===== config.mk =====
export PLATFORM = sky130hd
export DESIGN_NAME = mem_wb_stage
export DESIGN_NICKNAME = d
export VERILOG_FILES = /design/src/rtl/mem_wb_stage.sv
export SDC_FILE = /design/constraint.sdc
export NUM_CORES = 1
export LEC_CHECK = 0
export BUFFER_PORTS_ARGS = -buffer_cell sky130_fd_sc_hd__clkbuf_2
export CAP_MARGIN = 0
export CORE_ASPECT_RATIO = 1.4
export CORE_MARGIN = 1.5
export CORE_UTILIZATION = 48
export DETAILED_ROUTE_END_ITERATION = 6
export GPL_ROUTABILITY_DRIVEN = 1
export GPL_TIMING_DRIVEN = 0
export PLACE_DENSITY = 0.79
export SLEW_MARGIN = 10
export SYNTH_ARGS = -nofsm -noshare
export SYNTH_HDL_FRONTEND = slang
export SYNTH_SLANG_ARGS = --single-unit

===== constraint.sdc =====
create_clock -name clk -period 1.9 [get_ports clk]
set_input_delay 0.38 -clock clk [delete_from_list [all_inputs] [get_ports clk]]
set_output_delay 0.38 -clock clk [all_outputs]
set_load 0.03 [all_outputs]

===== src/rtl/mem_wb_stage.sv =====
// mem_wb_stage: MEM/WB pipeline register with writeback selection.
// It captures the memory-stage results and extracts sub-word load data.
// It then picks the ALU result, the load data or the link address as
// register-file write data, and counts the instructions that retire.
//
// Ports:
//   clk, rst_n          clock, asynchronous active-low reset
//   stall, flush        hold the stage / load a bubble (flush wins)
//   in_*                memory-stage results for the incoming instruction
//   regWrite            register-file write enable (r0 writes suppressed)
//   write_reg           register-file write address (0 when the slot is empty)
//   write_data          register-file write data
//   wb_valid            stage holds a real instruction
//   retired_count       instructions that left the stage, wraps mod 2^CNT_W
module mem_wb_stage #(
    parameter int unsigned CNT_W      = 32,
    parameter bit          BIG_ENDIAN = 1'b1
) (
    input  logic             clk,
    input  logic             rst_n,
    input  logic             stall,
    input  logic             flush,
    input  logic             in_valid,
    input  logic             in_reg_write,
    input  logic             in_mem_to_reg,
    input  logic             in_link,
    input  logic [4:0]       in_write_reg,
    input  logic [31:0]      in_alu_result,
    input  logic [31:0]      in_mem_data,
    input  logic [31:0]      in_pc_plus8,
    input  logic [1:0]       in_load_size,
    input  logic             in_load_unsigned,
    output logic             regWrite,
    output logic [4:0]       write_reg,
    output logic [31:0]      write_data,
    output logic             wb_valid,
    output logic [CNT_W-1:0] retired_count
);

    localparam int unsigned XLEN  = 32;
    localparam int unsigned REG_W = 5;

    localparam logic [1:0] SIZE_WORD = 2'b00;
    localparam logic [1:0] SIZE_HALF = 2'b01;
    localparam logic [1:0] SIZE_BYTE = 2'b10;

    // Everything the stage carries from MEM into WB
    typedef struct packed {
        logic             valid;
        logic             reg_write;
        logic             mem_to_reg;
        logic             link;
        logic [REG_W-1:0] write_reg;
        logic [XLEN-1:0]  alu_result;
        logic [XLEN-1:0]  mem_data;
        logic [XLEN-1:0]  pc_plus8;
        logic [1:0]       load_size;
        logic             load_unsigned;
    } stage_t;

    stage_t           stage_q;
    stage_t           stage_d;
    logic [CNT_W-1:0] count_q;
    logic [CNT_W-1:0] count_d;

    logic             retire_c;
    logic [1:0]       offset_c;
    logic [1:0]       lane_c;
    logic             half_hi_c;
    logic [7:0]       byte_c;
    logic [15:0]      half_c;
    logic [XLEN-1:0]  load_data_c;

    // Stage capture: flush beats stall, stall beats a fresh load
    always_comb begin
        stage_d = stage_q;
        if (flush) begin
            stage_d.valid = 1'b0;
        end else if (!stall) begin
            stage_d.valid         = in_valid;
            stage_d.reg_write     = in_reg_write;
            stage_d.mem_to_reg    = in_mem_to_reg;
            stage_d.link          = in_link;
            stage_d.write_reg     = in_write_reg;
            stage_d.alu_result    = in_alu_result;
            stage_d.mem_data      = in_mem_data;
            stage_d.pc_plus8      = in_pc_plus8;
            stage_d.load_size     = in_load_size;
            stage_d.load_unsigned = in_load_unsigned;
        end
    end

    // An instruction retires only when it actually moves out of the stage
    always_comb begin
        retire_c = stage_q.valid & ~stall & ~flush;
        count_d  = count_q + CNT_W'(retire_c);
    end

    always_ff @(posedge clk or negedge rst_n) begin
        if (!rst_n) begin
            stage_q <= '0;
            count_q <= '0;
        end else begin
            stage_q <= stage_d;
            count_q <= count_d;
        end
    end

    // Sub-word load extraction; lane_c is always in little-endian numbering
    always_comb begin
        offset_c  = stage_q.alu_result[1:0];
        lane_c    = BIG_ENDIAN ? 2'(2'd3 - offset_c) : offset_c;
        half_hi_c = BIG_ENDIAN ? ~offset_c[1] : offset_c[1];

        byte_c = stage_q.mem_data[7:0];
        case (lane_c)
            2'd0:    byte_c = stage_q.mem_data[7:0];
            2'd1:    byte_c = stage_q.mem_data[15:8];
            2'd2:    byte_c = stage_q.mem_data[23:16];
            default: byte_c = stage_q.mem_data[31:24];
        endcase

        half_c = half_hi_c ? stage_q.mem_data[31:16] : stage_q.mem_data[15:0];

        load_data_c = stage_q.mem_data;
        case (stage_q.load_size)
            SIZE_HALF: load_data_c = {{16{~stage_q.load_unsigned & half_c[15]}}, half_c};
            SIZE_BYTE: load_data_c = {{24{~stage_q.load_unsigned & byte_c[7]}}, byte_c};
            SIZE_WORD: load_data_c = stage_q.mem_data;
            default:   load_data_c = stage_q.mem_data;
        endcase
    end

    // Writeback select: link first, then load data, then ALU result
    always_comb begin
        if (stage_q.link) begin
            write_data = stage_q.pc_plus8;
        end else if (stage_q.mem_to_reg) begin
            write_data = load_data_c;
        end else begin
            write_data = stage_q.alu_result;
        end
    end

    assign regWrite      = stage_q.valid & stage_q.reg_write & (stage_q.write_reg != '0);
    assign write_reg     = stage_q.valid ? stage_q.write_reg : '0;
    assign wb_valid      = stage_q.valid;
    assign retired_count = count_q;

endmodule


==> impl_metrics.tcl <==
set metrics [dict create \
    synthAdderAreaFrac_pct 0.757 \
    firstDrtPassIters 5 \
    grt_pass1_vias 5891 \
    worstHoldPathType "in -> reg" \
    synth_commonest_cells "140 x dfrtp_1, 103 x mux2_2, 53 x nand2_1, 46 x a21oi_1, 29 x o22ai_1" \
    ioPinCount 183 \
    vias 5768 \
    yosysMostFrequentCell "dfrtp_1" \
    seq_area_frac_synth_pct 53.0 \
    synth.distinct_cells 47 \
    core_area_um2 13400 \
    synthCells 579 \
    synthArstFlopShare_pct 100 \
    max_cap_violations 0 \
    dp_hpwl_um 14000 \
    rr_worst_depth 19 \
    die_w_um 102 \
    path_cells "buf_6, buf_12, clkinvlp_4, a32oi_2, o21ai_2, a221oi_2, a21oi_2, clkbuf_8" \
    num_rows 50 \
    fill_cells 881 \
    grt_overflow 0 \
    ys_top_cells_by_area "dfrtp_1 53%, mux2_2 18%, a21oi_1 3.5%" \
    antenna_found_initial 0 \
    crit_slowest_cell "dfrtp_1" \
    syn_avg_cell_area_um2 11.4 \
    ctsLongestPathBuffers 2 \
    synth-seq-cells 140 \
    fmax_mhz 364 \
    grt_usage_pct 28.8 \
    numCtsBuffers 17 \
    remaining_drc_errors 0 \
    dp_slack_ps -528 \
    r2r_slack_ps -490 \
    relSlewSlack_pct 48.1 \
    cp.required_ps 1520 \
    clock_sinks 140 \
    post_dp_cell_area_um2 8300 \
    slew_violations 0 \
    grt_setup_unrepaired "true" \
    ant_nets 0 \
    port_buffers 182 \
    vdd_drop_max_v 0.000670 \
    stdcell_area_um2 9910 \
    setup_tns_ps -22760 \
    postSynthNetCount 695 \
    end_kind "output pin" \
    clock_skew_ps 6.61 \
    tritoncts "done" \
    whs_ps 162 \
    crit_cells 8 \
    synthFlopType "dfrtp_1" \
    drt-initial-drc-count 329 \
    clkSlewWorstSetupHoldPaths_ps 60 \
    fin_ws_ps -850 \
    synth_top_cell_by_area "dfrtp_1" \
    synth_mux_area_share_pct 18.1 \
    grt_pass1_wl_um 31100 \
    violations "negative setup slack" \
    antenna_cells 0 \
    setup_viol 34 \
    syn_to_final_growth_pct 49.9 \
    power_mw 10.7 \
    die-area_um2 14500 \
    synth-compound-area-share_pct 10.3 \
    ys.warnings.count 0 \
    worstMarginPinSlew_ps 778 \
    arrival_ps 2370 \
    path_class "reg -> out" \
    synth_edf_count 0 \
    powerDensity_nw_per_um2 1080 \
    status "finished with violations" \
    htreeDepth 4 \
    synthSimpleGateAreaFrac_pct 10.5 \
    cpLargestDelayFamily "compound AO/OA/AOI/OAI gates" \
    whs_path_depth 2 \
    avgViaCountPerCell 5.63 \
    worstPathMaxFanout 10 \
    gp_congestion 0.977 \
    min_period_over_period_pct 145 \
    critical_path_buf_inv_count 4 \
    cts-root-buf "clkbuf_16" \
    hold_viol 0 \
    drt_wl_total_um 21300 \
    fin_nets 946 \
    min_period_ps 2750 \
    die_h_um 142 \
    synth-xor-area-share_pct 3.97 \
    slowest_delay_ps 350 \
    insertion_delay_ps 430 \
    synth_top_family_by_area "multiplexers" \
    mappedNetlistArea_um2 6620 \
    initial_utilization_pct 49.4 \
    startpoint_type "register" \
    grt_max_degree 98 \
    drive_above_1_share_pct 58.7 \
    p_leak_nw 4.50 \
    synth_top_area_share_pct 53.0 \
    avgRoutedWirePerCell_um 20.8 \
]
==> what timing repair did <==
action / 4_1_cts / 5_1_grt
gates cloned: 1 / 0
endpoints found under the setup margin: 38 / 36
resized for setup: 124 / 45
endpoints found under the hold margin: 43 / 0
hold buffers: 1 / 0
buffers inserted: 36 / 16
pin swaps: 27 / 14
==> layer usage <==
metal / track usage [%] / vias to the layer above / routed length [um]
li1: - / 2548 / -
met1: 32.6 / 2861 / 7710
met2: 49.8 / 291 / 11300
met3: 6.75 / 68 / 1430
met4: 14.4 / 0 / 908
met5: 0 / - / 0
==> worst register-to-register path: cells and delay by family (launching register included) <==
kind | cells | cell delay [ps]
AOI/OAI and AO/OA | 1 | 90
buffers and inverters | 18 | 1800
DFF | 1 | 410
==> worst paths after layout <==
check | startpoint | end
max | offset_c[1]$_DFFE_PN0P_ | write_data[1]
max reg2reg | stage_q[2]$_DFFE_PN0P_ | stage_q[2]$_DFFE_PN0P_
min in group asynchronous | rst_n | stage_q[78]$_DFFE_PN0P_
min reg2reg | retired_count[31]$_DFF_PN0_ | retired_count[31]$_DFF_PN0_
min | flush | wb_valid$_DFFE_PN0P_
max in group asynchronous | rst_n | wb_valid$_DFFE_PN0P_
==> report_power, final <==
| group | switching (mW) | internal (mW) |
|---|---|---|
| Combinational | 1.98 | 1.77 |
| Sequential | 0.328 | 3.34 |
| Clock | 1.50 | 1.74 |
| Total | 3.80 | 6.86 |
==> area by class of cell <==
| type | instances | area (um2) | share of cell area [%] |
|---|---|---|---|
| multi-input cells | 391 | 3530 | 35.6 |
| flip-flops and latches | 140 | 3500 | 35.3 |
| repair buffers | 237 | 1800 | 18.1 |
| clock buffers | 17 | 425 | 4.29 |
| plain buffers | 30 | 231 | 2.33 |
| well taps | 182 | 228 | 2.30 |
| clock inverters | 15 | 141 | 1.43 |
| inverters | 13 | 56.3 | 0.568 |
==> through the flow <==
| step | utilization [%] | std cells |
|---|---|---|
| finish | 74.1 | 1025 |
| global route | 74.1 | 1025 |
| CTS | 72.4 | 1010 |
| detailed placement | 62.0 | 944 |
| global placement | 61.7 | 943 |
| floorplan | - | 579 |
==> sequential cells by signal, summed over array words and instances, names as in the netlist <==
register and flops:
offset_c 2, stage_q 105, retired_count 32, wb_valid 1
==> layout by cell type (no fill, tap or decap), drive strengths merged, types with 2 or more instances in the layout <==
master,count
a211oi,3
a21oi,46
a311oi,5
a32oi,2
and2,10
and3,8
and4,3
buf,91
clkbuf,192
clkinv,4
clkinvlp,2
dfrtp,140
ha,4
inv,22
mux2,104
mux2i,2
nand2,53
nand2b,5
nand3,10
nand4,5
nor2,21
nor2b,16
o21ai,22
o22ai,29
o31ai,2
or2,3
or3,2
xnor2,21
xor2,9
==> logic make-up (layout without fill, tap and decap cells) <==
group,Yosys count,count (layout)
adders and majority gates,4,4
xor gates and xnor gates,30,30
and+or+nand+nor,137,137
AOI/OAI and AO/OA,114,114
muxes,106,106
buffers and inverters,48,312
DFF,140,140
Power figures use the tool's default switching activity.
